`config.mk`:
```
export PLATFORM = sky130hd
export DESIGN_NAME = level_meter_scheduler
export DESIGN_NICKNAME = d
export VERILOG_FILES = /design/src/rtl/level_meter_pkg.sv /design/src/rtl/level_meter_scheduler_peak_hold_update.sv /design/src/rtl/level_meter_scheduler.sv
export SDC_FILE = /design/constraint.sdc
export NUM_CORES = 1
export LEC_CHECK = 0
export ABC_AREA = 1
export ABC_CLOCK_PERIOD_IN_PS = 8200
export BUFFER_PORTS_ARGS = -buffer_cell sky130_fd_sc_hd__buf_2
export CAP_MARGIN = 20
export CORE_MARGIN = 1.5
export CORE_UTILIZATION = 35
export DETAILED_ROUTE_END_ITERATION = 8
export GPL_TIMING_DRIVEN = 1
export PLACE_DENSITY_LB_ADDON = 0.3
export SETUP_SLACK_MARGIN = 0.5
export SLEW_MARGIN = 20
export SYNTH_ARGS = -nofsm -noshare
export SYNTH_HDL_FRONTEND = slang
export SYNTH_SLANG_ARGS = --single-unit
```
`constraint.sdc`:
```
create_clock -name clk -period 8.2 [get_ports clk]
set_input_delay 0.41 -clock clk [delete_from_list [all_inputs] [get_ports clk]]
set_output_delay 0.41 -clock clk [all_outputs]
set_load 0.1 [all_outputs]
```
`src/rtl/level_meter_pkg.sv`:
```
// Shared state encoding and arithmetic helpers for the level meter scheduler
// and its peak-hold datapath.
package level_meter_pkg;

  typedef enum logic [1:0] {
    ST_SCAN   = 2'd0,
    ST_UPDATE = 2'd1,
    ST_OUT    = 2'd2
  } state_e;

  // Bits needed to index n items; clog2(1) is 0.
  function automatic int clog2(input int n);
    int r;
    r = 0;
    for (int v = n - 1; v > 0; v = v >> 1) begin
      r = r + 1;
    end
    return r;
  endfunction

  // Unsigned subtract that floors at zero instead of wrapping.
  function automatic logic [31:0] sat_sub(input logic [31:0] a, input logic [31:0] b);
    logic [31:0] r;
    if (a > b) begin
      r = a - b;
    end else begin
      r = 32'd0;
    end
    return r;
  endfunction

endpackage

```
`src/rtl/level_meter_scheduler_peak_hold_update.sv`:
```
// Next-state peak/hold computation for one channel: new peak capture,
// hold countdown, then linear decay that never drops below the current value.
module peak_hold_update
  import level_meter_pkg::*;
#(
  parameter int width      = 16,
  parameter int hold_bits  = 5,
  parameter int hold_count = 16,
  parameter int decay_step = 64
) (
  input  logic [width-1:0]     value,
  input  logic [width-1:0]     peak,
  input  logic [hold_bits-1:0] hold,
  input  logic                 clear,
  output logic [width-1:0]     next_peak,
  output logic [hold_bits-1:0] next_hold
);

  logic [width-1:0]     peak_s;
  logic [width-1:0]     decayed_s;
  logic [hold_bits-1:0] hold_s;

  // A clear arriving together with the update makes this channel start from zero.
  always_comb begin
    if (clear) begin
      peak_s = '0;
      hold_s = '0;
    end else begin
      peak_s = peak;
      hold_s = hold;
    end
    decayed_s = width'(sat_sub(32'(peak_s), 32'(decay_step)));
    next_peak = peak_s;
    next_hold = hold_s;
    if (value >= peak_s) begin
      next_peak = value;
      next_hold = hold_bits'(hold_count);
    end else if (hold_s != '0) begin
      next_hold = hold_s - hold_bits'(1);
    end else begin
      next_peak = (value > decayed_s) ? value : decayed_s;
      next_hold = '0;
    end
  end

endmodule

```
`src/rtl/level_meter_scheduler.sv`:
```
// Round-robin scheduler sharing one level/peak output stream between several
// diff-buffer result streams, with per-channel peak hold and decay.
module level_meter_scheduler
  import level_meter_pkg::*;
#(
  parameter int width        = 16,
  parameter int channels     = 2,
  parameter int channel_bits = 1,
  parameter int hold_count   = 16,
  parameter int decay_step   = 64
) (
  input  logic                      clk,
  input  logic                      reset,
  input  logic [channels-1:0]       i_valid,
  output logic [channels-1:0]       i_ready,
  input  logic [channels*width-1:0] i_value,
  input  logic                      i_clear,
  output logic                      o_valid,
  input  logic                      o_ready,
  output logic [channel_bits-1:0]   o_channel,
  output logic [width-1:0]          o_value,
  output logic [width-1:0]          o_peak
);

  localparam int hold_bits = (hold_count > 0) ? clog2(hold_count + 1) : 1;
  localparam logic [channel_bits-1:0] last_ch = channel_bits'(channels - 1);

  state_e                  state_q, state_d;
  logic [channel_bits-1:0] ptr_q, ptr_d;
  logic [channel_bits-1:0] cur_ch_q, cur_ch_d;
  logic [width-1:0]        cur_value_q, cur_value_d;
  logic [width-1:0]        peak_q [channels];
  logic [width-1:0]        peak_d [channels];
  logic [hold_bits-1:0]    hold_q [channels];
  logic [hold_bits-1:0]    hold_d [channels];
  logic                    o_valid_q, o_valid_d;
  logic [channel_bits-1:0] o_channel_q, o_channel_d;
  logic [width-1:0]        o_value_q, o_value_d;
  logic [width-1:0]        o_peak_q, o_peak_d;
  logic [width-1:0]        in_value_s [channels];
  logic [width-1:0]        upd_peak_s;
  logic [hold_bits-1:0]    upd_hold_s;

  // Explicit wrap so a non-power-of-two channel count never reaches an absent index.
  function automatic logic [channel_bits-1:0] next_ch(input logic [channel_bits-1:0] ch);
    logic [channel_bits-1:0] r;
    if (ch == last_ch) begin
      r = '0;
    end else begin
      r = ch + channel_bits'(1);
    end
    return r;
  endfunction

  for (genvar k = 0; k < channels; k++) begin : g_unpack
    assign in_value_s[k] = i_value[k*width +: width];
  end

  peak_hold_update #(
    .width      (width),
    .hold_bits  (hold_bits),
    .hold_count (hold_count),
    .decay_step (decay_step)
  ) u_peak_hold_update (
    .value     (cur_value_q),
    .peak      (peak_q[cur_ch_q]),
    .hold      (hold_q[cur_ch_q]),
    .clear     (i_clear),
    .next_peak (upd_peak_s),
    .next_hold (upd_hold_s)
  );

  // Only the scanned channel is offered ready, and only while scanning.
  always_comb begin
    i_ready = '0;
    if (state_q == ST_SCAN) begin
      i_ready[ptr_q] = 1'b1;
    end else begin
      i_ready = '0;
    end
  end

  // Scheduler next state, peak table update and output capture.
  always_comb begin
    state_d     = state_q;
    ptr_d       = ptr_q;
    cur_ch_d    = cur_ch_q;
    cur_value_d = cur_value_q;
    o_valid_d   = o_valid_q;
    o_channel_d = o_channel_q;
    o_value_d   = o_value_q;
    o_peak_d    = o_peak_q;
    for (int k = 0; k < channels; k++) begin
      if (i_clear) begin
        peak_d[k] = '0;
        hold_d[k] = '0;
      end else begin
        peak_d[k] = peak_q[k];
        hold_d[k] = hold_q[k];
      end
    end
    case (state_q)
      ST_SCAN: begin
        if (i_valid[ptr_q]) begin
          cur_value_d = in_value_s[ptr_q];
          cur_ch_d    = ptr_q;
          state_d     = ST_UPDATE;
        end else begin
          ptr_d = next_ch(ptr_q);
        end
      end
      ST_UPDATE: begin
        peak_d[cur_ch_q] = upd_peak_s;
        hold_d[cur_ch_q] = upd_hold_s;
        o_valid_d        = 1'b1;
        o_channel_d      = cur_ch_q;
        o_value_d        = cur_value_q;
        o_peak_d         = upd_peak_s;
        state_d          = ST_OUT;
      end
      ST_OUT: begin
        // The served channel drops to lowest priority for the next scan.
        if (o_ready) begin
          o_valid_d = 1'b0;
          ptr_d     = next_ch(cur_ch_q);
          state_d   = ST_SCAN;
        end else begin
          state_d = ST_OUT;
        end
      end
      default: begin
        o_valid_d = 1'b0;
        ptr_d     = '0;
        state_d   = ST_SCAN;
      end
    endcase
  end

  // State and output registers.
  always_ff @(posedge clk or posedge reset) begin
    if (reset) begin
      state_q     <= ST_SCAN;
      ptr_q       <= '0;
      cur_ch_q    <= '0;
      cur_value_q <= '0;
      o_valid_q   <= 1'b0;
      o_channel_q <= '0;
      o_value_q   <= '0;
      o_peak_q    <= '0;
      for (int k = 0; k < channels; k++) begin
        peak_q[k] <= '0;
        hold_q[k] <= '0;
      end
    end else begin
      state_q     <= state_d;
      ptr_q       <= ptr_d;
      cur_ch_q    <= cur_ch_d;
      cur_value_q <= cur_value_d;
      o_valid_q   <= o_valid_d;
      o_channel_q <= o_channel_d;
      o_value_q   <= o_value_d;
      o_peak_q    <= o_peak_d;
      peak_q      <= peak_d;
      hold_q      <= hold_d;
    end
  end

  assign o_valid   = o_valid_q;
  assign o_channel = o_channel_q;
  assign o_value   = o_value_q;
  assign o_peak    = o_peak_q;

endmodule
```
## After elaboration in Yosys (flattened, before gate mapping)

Index checks and enable logic that the tools add are counted.

| storage, ports and cells | value |
|---|---|
| output and inout port bits | 36 |
| word-level logic and storage cells | 84 |
| bits in registers | 96 |

| cells by class | value |
|---|---|
| reduce and logical (&&, ||, !) cells | 7 |
| $lt $le $gt $ge | 8 |
| bitwise logic cells | 4 |
| equality and inequality tests | 5 |
| add/subtract/negate cells | 4 |
| muxes and demuxes | 44 |

Operator list:

| operator | number |
|---|---|
| two-way mux 16 bit | 14 |
| two-way mux 5 bit | 9 |
| bitwise mux 32 bit | 1 |
| two-way mux 32 bit | 1 |
| demux 16 bit (select 1 bit) | 1 |
| greater-or-equal comparator 16 bit | 1 |
| greater-than comparator 16 bit | 1 |
| greater-than comparator 16 x 7 -> 1 bit, second input constant | 1 |
| subtractor 16 x 7 -> 16 bit, second input constant | 1 |
| bitwise mux 10 bit | 1 |
| two-way mux 10 bit | 1 |
| two-way mux 1 bit | 8 |
| two-way mux 2 bit | 3 |
| one-hot mux 1 bit (3 select lines) | 2 |
| one-hot mux 2 bit (3 select lines) | 1 |
| demux 5 bit (select 1 bit) | 1 |
| nonzero test 5 bit | 1 |
| subtractor 5 x 1 -> 5 bit, second input constant | 1 |
| greater-or-equal comparator 2 bit, second input constant | 2 |
| inequality test 2 bit, second input constant | 2 |
| NOT 1 -> 2 bit | 2 |
| AND reduction 2 bit | 2 |
| AND reduction 3 bit | 1 |
| adder 1 bit, second input constant | 2 |
| other kinds (10) | 12 |

## Logic depth before layout (Yosys ltp)

Gate-level depths: netlist of the first run.

| depth | value |
|---|---|
| depth after elaboration | 13 |
| mapped depth | 30 |
| gate-level depth less buffers | 28 |

## Modules after synthesis

A second synthesis of the first run with hierarchy kept.

| unflattened totals | value |
|---|---|
| cells, all modules | 874 |
| area total of the unflattened synthesis | 6307.3 um^2 |

Modules (own cells, without submodules):

| module | area each (um^2) | cells each | instances | sequential area each (um^2) |
|---|---|---|---|---|
| level_meter_scheduler | 4321.6 | 493 | 1 | 2402.3 |
| peak_hold_update | 1985.7 | 381 | 1 | 0.0 |

## Least setup slack after synthesis of the first run

No wires, ideal clock.

| path | value |
|---|---|
| kind | register to register |
| start | reg cur_ch_q |
| end | reg o_peak_q[8] (netlist: o_peak[8]) |
| slack | 4.942 ns |
| stages on the path, launching flop included | 28 |
| data required time | 8.080 ns |
| arrival | 3.139 ns |
| cells stage by stage | dfrtp_1 -> buf_6 -> inv_2 -> buf_6 -> or2_1 -> nand2_2 -> inv_1 -> ha_1 -> nand2_1 -> nor2_1 -> nand2_1 -> nand2_1 -> nand2_4 -> buf_8 -> nand2_2 -> ha_1 -> nand2_1 -> inv_1 -> nand3_1 -> nor2_1 -> nand4_1 -> nand2_1 -> buf_2 -> nand2_1 -> nand3_1 -> nand3_1 -> nand3_1 -> nand2_1 |

| on the way | value |
|---|---|
| cells in the longest elaborated chain, start to end | 11 |
| elaborated cells between the ends (all ways) | 18 |
| classes of those cells | add/sub (1); order compare (3); mux (12); bitwise (1); reduce/logical (1) |

RTL lines:

| item | line | text |
|---|---|---|
| start, declared | level_meter_scheduler.sv:30 | `logic [channel_bits-1:0] cur_ch_q, cur_ch_d;` |
| start signal, assigned | level_meter_scheduler.sv:157 | `cur_ch_q <= cur_ch_d;` |
| NOT 1 -> 2 bit (implied by the code) (*) | level_meter_scheduler.sv:66, level_meter_scheduler.sv:67 |  |
| two-way mux 16 bit (implied by the code) (3 in a row) | level_meter_scheduler.sv:66 | `.peak (peak_q[cur_ch_q]),` |
| two-way mux 16 bit | level_meter_scheduler_peak_hold_update.sv:25 | `if (clear) begin` |
| subtractor 16 x 7 -> 16 bit or greater-than comparator 16 x 7 -> 1 bit (tied branches) | level_meter_pkg.sv:25, level_meter_pkg.sv:24 |  |
| two-way mux 16 bit | level_meter_pkg.sv:24 | `if (a > b) begin` |
| greater-than comparator 16 bit | level_meter_scheduler_peak_hold_update.sv:41 | `next_peak = (value > decayed_s) ? value : decayed_s;` |
| two-way mux 16 bit | level_meter_scheduler_peak_hold_update.sv:41 |  |
| two-way mux 16 bit | level_meter_scheduler_peak_hold_update.sv:38 | `end else if (hold_s != '0) begin` |
| two-way mux 16 bit (*) | level_meter_scheduler_peak_hold_update.sv:35 | `if (value >= peak_s) begin` |
| end signal, assigned | level_meter_scheduler.sv:162 | `o_peak_q <= o_peak_d;` |
| end, declared | level_meter_scheduler.sv:39 | `logic [width-1:0] o_peak_q, o_peak_d;` |

Mark *: on every way between the ends. The rest lies on a longest branch, timed or not. The select of a mux whose other input is x is not followed.
A chain may end at the register's enable or synchronous reset.

## Final worst setup path of the first run

| path | value |
|---|---|
| start | in i_clear |
| end | reg o_peak_q[8] (netlist: o_peak[8]) |

| on the way | value |
|---|---|
| cells in the longest elaborated chain, start to end | 7 |
| elaborated cells between the ends (all ways) | 11 |
| classes of those cells | add/sub (1); order compare (3); mux (6); reduce/logical (1) |

RTL lines:

| item | line | text |
|---|---|---|
| start, declared | level_meter_scheduler.sv:17 | `input logic i_clear,` |
| two-way mux 16 bit | level_meter_scheduler_peak_hold_update.sv:25 |  |
| subtractor 16 x 7 -> 16 bit or greater-than comparator 16 x 7 -> 1 bit (tied branches) | level_meter_pkg.sv:25, level_meter_pkg.sv:24 |  |
| two-way mux 16 bit | level_meter_pkg.sv:24 |  |
| greater-than comparator 16 bit | level_meter_scheduler_peak_hold_update.sv:41 |  |
| two-way mux 16 bit | level_meter_scheduler_peak_hold_update.sv:41 |  |
| two-way mux 16 bit | level_meter_scheduler_peak_hold_update.sv:38 |  |
| two-way mux 16 bit (*) | level_meter_scheduler_peak_hold_update.sv:35 |  |

Mark *: on every way between the ends. The rest lies on a longest branch, timed or not.

==> results.cfg, run 1 <==
[cts]
cts_tree = yes
postCtsSetupBuffers = 0
clkTransAtPathRegs_ps = 60
root_buffer = clkbuf_16
cts_inserted_buffers = 9
cts_resized = 0
cts.sinks = 96
cts_max_level = 3
cts-hold-fix-buffers = 0
clk-insertion-delay-late_ps = 360
clockBufferDepth = 2

[global_route]
grt_pass1_vias = 5393
antenna_found_initial = 0
overflow = 0
grt_max_degree = 56
grt_pass1_wl_um = 27600
grt_use_total = 0.194

[critical_path]
cp_max_fo = 55
critical-path-top-delay-family = simple AND/OR/NAND/NOR gates
worstSetupPathType = input pin to register
slowest_stage = nand2_1
cpPeakStageDelay_ps = 760
critPathLaunchType = input pin
cp-end-kind = register
path_buf_inv = 3
worstPathRequired_ps = 8440
worst_ep_arrival_time_ps = 4990
crit_chain = buf_2 > inv_2 > buf_4 > nand3_1 > ha_1 > nand2_1 > nor2_1 > nand2_1 > nand2_1 > nand2_4 > nand3_1 > ha_1 > nand4_1 > nor2_1 > nand4_1 > nand2_1 > nand2_1 > nand3_1 > nand3_1 > nand3_1 > nand2_1
crit_path_frequent_cell = nand2_1

[cells_and_area]
drive_gt1_frac = 0.163
nNetsFinal = 962
final_cell_mix = nand2_1 (255), nand3_1 (140), dfrtp_1 (96)
diodes = 0
syn_to_final_growth_pct = 12.6
layout_commonest_cell = nand2_1

[logic_synthesis]
ys_seq_area_frac = 0.395
synth_mux_area_frac = 0
syn_inst = 834
yosys_register_bits = 96
syn_nets = 907
synth-simple-area-share = 0.367
synth_xor_xnor_area_share = 0.00432
synth_compound_area_frac = 0.0735
syn_area_um2 = 6080
synth_top_family_by_area = simple AND/OR/NAND/NOR gates
synth_cell_types = 35
yosys_warnings = 0
synth_adder_area_share = 0.0720
syn_area_per_cell_um2 = 7.29

[floorplan]
rows = 48
die_h_um = 135
core_region_area_um2 = 17100
io_pins = 74
die_x_um = 135
start_util = 0.355
die_area_um2 = 18200

[timing]
tightest_slew_ps = 951
slew_viol_final = 0
slew_headroom = 0.365
fin_setup_tns_ps = 0
finalCriticalPeriod_ps = 4750
skew_ps = 5.57
max_freq_ghz = 0.210
post-route-period-util = 0.580
hold_ws_ps = 122
report.final.hold_viol_count = 0
grt_setup_unrepaired = no
setup_violations = 0

[placement]
portBuffers = 73
gp_congestion = 0.911
hpwl_um = 11800

[drt]
dr.pass1.iters = 5
routed_via_density = 5.00
antenna_left = 0
vias = 5588
wirelength_um = 16600
initialDrtViolationCount = 296
wl_per_cell_um = 14.8
drc_errors = 0

[outcome]
status = finished clean

[worst_hold_path]
hp-class = input pin to async pin

[run]
cap_violations = 0
-- area by class of cell --
type | instances | area (um2)
fillers | 1829 | 10300
multi-input cells | 611 | 3150
flip-flops and latches | 96 | 2400
repair buffers | 79 | 410
inverters | 92 | 348
well taps | 225 | 282
clock buffers | 11 | 233
clock inverters | 4 | 22.5
-- kinds of logic (layout without fill, tap and decap cells) --
kind of cell,count (synthesis),count (layout)
buf+inv,127,186
flops,96,96
fa+ha+maj,35,35
simple gates,494,494
xor+xnor,3,3
compound gates,79,79
-- synthesized netlist by cell type (all sizes together) --
cell,count,share of area
nand4,6,0.0072
o21ai,36,0.030
xor2,1,0.0014
ha,35,0.072
nor2,55,0.038
clkinv,3,0.0019
inv,89,0.055
nor4b,1,0.0014
dfrtp,96,0.40
a21oi,18,0.015
nand3,153,0.14
nand2,273,0.18
o22ai,6,0.0082
buf,12,0.017
o21bai,2,0.0025
nor3,2,0.0016
or2,4,0.0041
clkbuf,23,0.014
a31oi,16,0.016
o21a,1,0.0012
xnor2,2,0.0029
-- per-layer routing --
metal,vias to the layer above,part of all wire,track usage
met5,-,0,0
met4,0,0.015,0.0526
met3,20,0.046,0.0443
met2,138,0.48,0.329
met1,2614,0.46,0.250
li1,2816,-,-
-- final timing paths --
check | cells after the start | to | slack [ps] | startpoint
max | 21 | o_peak[8]$_DFFE_PP0P_ | 3450 | i_clear
min | 2 | hold_q[7]$_DFF_PP0_ | 120 | reset
max reg2reg | 21 | o_peak[8]$_DFFE_PP0P_ | 3590 | cur_ch_q$_DFFE_PP0P_
min reg2reg | 2 | o_peak[10]$_DFFE_PP0P_ | 470 | o_peak[10]$_DFFE_PP0P_
max in group asynchronous | 3 | ptr_q$_DFFE_PP0P_ | 7000 | reset
min in group clk | 3 | cur_ch_q$_DFFE_PP0P_ | 300 | i_valid[1]
-- stage by stage --
step                      instances  area [um2]  setup WS, ps  utilization
after global routing           1118        6840          3070        0.400
after floorplan                 834        6080          4940            -
final                          1118        6840          3450        0.400
after global placement         1103        6590          3160        0.385
after detailed placement       1103        6590          3110        0.385
after CTS                      1118        6840          3490        0.400
-- flip-flops by register name (all words and copies together) (netlist names) --
| name | count |
|---|---|
| peak_q | 32 |
| cur_value_q | 16 |
| o_peak | 16 |
| o_value | 16 |
| hold_q | 10 |
| state_q | 2 |
| cur_ch_q | 1 |
| o_channel | 1 |
| o_valid | 1 |
| ptr_q | 1 |
Power of run 1 is not shown: default switching activity piles up to over one toggle a cycle in this logic, so the estimate is an artifact.
==> inputs of run 2 (changes only) <==
--- a/config.mk
+++ b/config.mk
@@ -6,7 +6,7 @@
 export NUM_CORES = 1
 export LEC_CHECK = 0
 export ABC_AREA = 1
-export ABC_CLOCK_PERIOD_IN_PS = 8200
+export ABC_CLOCK_PERIOD_IN_PS = 4900
 export BUFFER_PORTS_ARGS = -buffer_cell sky130_fd_sc_hd__buf_2
 export CAP_MARGIN = 20
 export CORE_MARGIN = 1.5
==> constraint.sdc (replaced) <==
create_clock -name clk -period 4.9 [get_ports clk]
set_input_delay 0.245 -clock clk [delete_from_list [all_inputs] [get_ports clk]]
set_output_delay 0.245 -clock clk [all_outputs]
set_load 0.1 [all_outputs]
==> results.cfg, run 2 (same netlist as run 1, synthesis figures left out) <==
[critical_path]
critPathLaunchType = register
worstSetupPathType = register to register
slowest_stage = nand2_1
cp_max_fo = 21
cpPeakStageDelay_ps = 440
worstPathRequired_ps = 5150
crit_path_frequent_cell = nand2_1
worst_ep_arrival_time_ps = 4190
cp-end-kind = register

[global_route]
grt_max_degree = 52
antenna_found_initial = 0
grt_use_total = 0.201
overflow = 0
grt_pass1_wl_um = 28300
grt_pass1_vias = 5477

[cts]
clkTransAtPathRegs_ps = 70
cts_inserted_buffers = 9
clk-insertion-delay-late_ps = 360
postCtsSetupBuffers = 0
cts_tree = yes
cts.sinks = 96
cts_resized = 0
clockBufferDepth = 2
root_buffer = clkbuf_16
cts_max_level = 3
cts-hold-fix-buffers = 1

[timing]
tightest_slew_ps = 878
fin_setup_tns_ps = 0
slew_viol_final = 0
report.final.hold_viol_count = 0
skew_ps = 6.75
max_freq_ghz = 0.253
setup_violations = 0
slew_headroom = 0.414
grt_setup_unrepaired = no
post-route-period-util = 0.806
finalCriticalPeriod_ps = 3950

[cells_and_area]
regMostFlops = peak_q
drive_gt1_frac = 0.171
largest_register_ffs = 32
layout_commonest_cell = nand2_1
final_cell_mix = nand2_1 (255), nand3_1 (140), dfrtp_1 (96)
syn_to_final_growth_pct = 14.7
fillers = 1804
nNetsFinal = 970
regArea_um2 = 2400
multi_input_area_um2 = 3150
diodes = 0

[drt]
initialDrtViolationCount = 338
antenna_left = 0
wirelength_um = 17000
routed_via_density = 4.97
wl_per_cell_um = 15.1
drc_errors = 0
vias = 5595
dr.pass1.iters = 5

[floorplan]
die_h_um = 135
io_pins = 74
core_region_area_um2 = 17100
die_x_um = 135
die_area_um2 = 18200
rows = 48
start_util = 0.355

[worst_hold_path]
hp-class = input pin to register

[outcome]
status = finished clean

[placement]
portBuffers = 73
gp_congestion = 0.908
hpwl_um = 12000

[run]
cap_violations = 0
[run 2: cell types whose count changed in the layout (fill, tap and decap cells not counted)]
cell	change
buf_4	+7
bufinv_16	+2
clkbuf_1	-1
clkbuf_8	+2
clkinv_2	-2
clkinvlp_4	-1
dlygate4sd3_1	+1
[run 2: worst paths after layout]
path,from,end,slack (ps),depth (start not counted)
setup / recovery,cur_ch_q$_DFFE_PP0P_,o_peak[8]$_DFFE_PP0P_,950,25
hold / removal,i_value[12],cur_value_q[12]$_DFFE_PP0P_,140,3
setup reg to reg,cur_ch_q$_DFFE_PP0P_,o_peak[8]$_DFFE_PP0P_,950,25
hold reg to reg,o_peak[13]$_DFFE_PP0P_,o_peak[13]$_DFFE_PP0P_,480,2
max in group asynchronous,reset,cur_value_q[7]$_DFFE_PP0P_,3330,4
min in group asynchronous,reset,hold_q[2]$_DFF_PP0_,520,3
[run 2: critical path, delay by kind of cell (launching register included)]
kind	cells	cell delay, ps
buf+inv	4	720
fa+ha+maj	2	390
flops	1	380
compound gates	2	250
simple gates	17	2040
[run 2: layout make-up]
cell class	instances	area share
multi-input cells	611	0.451
flip-flops and latches	96	0.345
repair buffers	87	0.0678
inverters	92	0.0499
well taps	225	0.0404
clock buffers	12	0.0368
clock inverters	3	0.00933
[run 2: through the flow]
step	utilization	worst slack (ps)	std cells	area, um2	hold WS, ps
after floorplan	-	1640	834	6080	366
after global placement	0.388	967	1110	6640	380
after detailed placement	0.388	940	1110	6640	377
after CTS	0.407	988	1126	6970	130
after global routing	0.407	502	1126	6970	150
final	0.407	952	1126	6970	144
[run 2: layer usage]
| metal | global-route usage | up-vias | wire length [um] |
|---|---|---|---|
| li1 | - | 2832 | - |
| met1 | 0.268 | 2624 | 7970 |
| met2 | 0.335 | 123 | 8040 |
| met3 | 0.0323 | 16 | 641 |
| met4 | 0.0633 | 0 | 335 |
| met5 | 0 | - | 0 |
Power of run 2 is left out for the same reason.
==> inputs of run 3 (changes only) <==
--- a/config.mk
+++ b/config.mk
@@ -6,7 +6,7 @@
 export NUM_CORES = 1
 export LEC_CHECK = 0
 export ABC_AREA = 1
-export ABC_CLOCK_PERIOD_IN_PS = 4900
+export ABC_CLOCK_PERIOD_IN_PS = 3950
 export BUFFER_PORTS_ARGS = -buffer_cell sky130_fd_sc_hd__buf_2
 export CAP_MARGIN = 20
 export CORE_MARGIN = 1.5
==> constraint.sdc (replaced) <==
create_clock -name clk -period 3.95 [get_ports clk]
set_input_delay 0.1975 -clock clk [delete_from_list [all_inputs] [get_ports clk]]
set_output_delay 0.1975 -clock clk [all_outputs]
set_load 0.1 [all_outputs]
==> results.cfg, run 3 (same netlist as run 1, synthesis figures left out) <==
[outcome]
status = finished clean

[cells_and_area]
diodes = 0
fin_area_um2 = 7430
regMostFlops = peak_q
layout_commonest_cell = nand2_1
layoutNonFillerInstCount = 1147
fillers = 1743
drive_gt1_frac = 0.229
final_cell_mix = nand2_1 (248), nand3_1 (129), dfrtp_1 (95)
nNetsFinal = 991
syn_to_final_growth_pct = 22.1
largest_register_ffs = 32

[cts]
root_buffer = clkbuf_16
clkTransAtPathRegs_ps = 60
cts.sinks = 96
clk-insertion-delay-late_ps = 360
cts_inserted_buffers = 9
cts_max_level = 3
clockBufferDepth = 2
cts_tree = yes

[critical_path]
critical-path-top-delay-family = simple AND/OR/NAND/NOR gates
cpPeakStageDelay_ps = 460
worstPathRequired_ps = 4200
slowest_stage = dfrtp_2
critPathLaunchType = register
worst_ep_arrival_time_ps = 3610
cp_max_fo = 8
worstSetupPathType = register to register
crit_path_frequent_cell = nand2_1
path_buf_inv = 4
cp-end-kind = register

[floorplan]
die_h_um = 135
start_util = 0.355
die_area_um2 = 18200
core_region_area_um2 = 17100
die_x_um = 135
rows = 48
io_pins = 74

[placement]
portBuffers = 73
dp.cells = 1114
gp_congestion = 0.915
hpwl_um = 12400
placed_area_um2 = 6670

[timing]
skew_ps = 10.2
hold_ws_ps = 89.9
report.final.hold_viol_count = 0
finalCriticalPeriod_ps = 3360
grt_setup_unrepaired = yes
slew_headroom = 0.373
post-route-period-util = 0.851
max_freq_ghz = 0.298
fin_setup_tns_ps = 0
tightest_slew_ps = 939
setup_violations = 0
slew_viol_final = 0

[drt]
initialDrtViolationCount = 422
routed_via_density = 5.08
vias = 5829
drc_errors = 0
antenna_left = 0
wl_per_cell_um = 15.9
dr.pass1.iters = 5
wirelength_um = 18200

[global_route]
grt_use_total = 0.204
grt_pass1_vias = 5541
antenna_found_initial = 0
overflow = 0
grt_max_degree = 52
grt_pass1_wl_um = 28800

[worst_hold_path]
hp-class = input pin to register

[run]
cap_violations = 0
## run 3: cell count changes in the layout (fill, tap and decap cells not counted), sizes merged
| cell | delta |
|---|---|
| buf | +18 |
| clkbuf | +2 |
| nand2 | +2 |
| bufinv | -1 |
| clkinvlp | +1 |
| inv | -1 |
## run 3: per-stage QoR
stage	setup slack, ps	utilization
floorplan	692	-
global placement	299	0.390
detailed placement	167	0.390
CTS	520	0.409
global route	424	0.434
finish	590	0.434
## run 3: area by class of cell
type                            count  area (um2)  share of cell area
Clock inverter                      2        37.5             0.00505
Sequential cell                    96        2400               0.324
Clock buffer                       13         270              0.0364
Timing Repair Buffer              106         656              0.0883
Multi-Input combinational cell    613        3420               0.461
Tap cell                          225         282              0.0379
Inverter                           92         353              0.0475
## run 3: worst register-to-register path, cell delays in order, from the launching register on
cell and delay (ps):
dfrtp_2 460, clkinv_4 120, or2_1 250, nand2_2 130
inv_2 70, ha_4 150, nand2_1 50, nor2_1 40
nand2_1 90, nand2_4 100, nand2_8 150, nand2_4 70
ha_4 250, inv_2 30, o21bai_1 140, nand2_1 80
nand2_1 50, nand2_1 60, nand2_2 70, nand2_2 70
nand2_4 150, clkbuf_16 190, nand3_1 70, nand3_1 90
nand3_1 120, nand3_1 120, nand2_1 60
## run 3: layer usage
layer	wire length (um)	track usage	up-vias
li1	-	-	2884
met1	8310	0.272	2733
met2	8540	0.329	179
met3	971	0.0458	33
met4	424	0.0687	0
met5	0	0	-
## run 3: worst paths after layout
kind / start / to / slack, ps / cells after the start
setup / recovery: cur_ch_q$_DFFE_PP0P_ / o_peak[7]$_DFFE_PP0P_ / 590 / 26
hold / removal: i_valid[1] / cur_ch_q$_DFFE_PP0P_ / 90 / 3
setup reg to reg: cur_ch_q$_DFFE_PP0P_ / o_peak[7]$_DFFE_PP0P_ / 590 / 26
hold reg to reg: o_peak[11]$_DFFE_PP0P_ / o_peak[11]$_DFFE_PP0P_ / 470 / 2
max in group asynchronous: reset / cur_ch_q$_DFFE_PP0P_ / 2630 / 4
min in group asynchronous: reset / hold_q[5]$_DFF_PP0_ / 480 / 3
## run 3: repair_timing
action,in CTS,in global routing
pin swaps,0,22
endpoints found under the hold margin,49,0
hold buffers,1,0
gates cloned,0,3
setup endpoints to repair,48,48
buffers inserted,0,14
resized for setup,4,58
Power of run 3 is left out for the same reason.
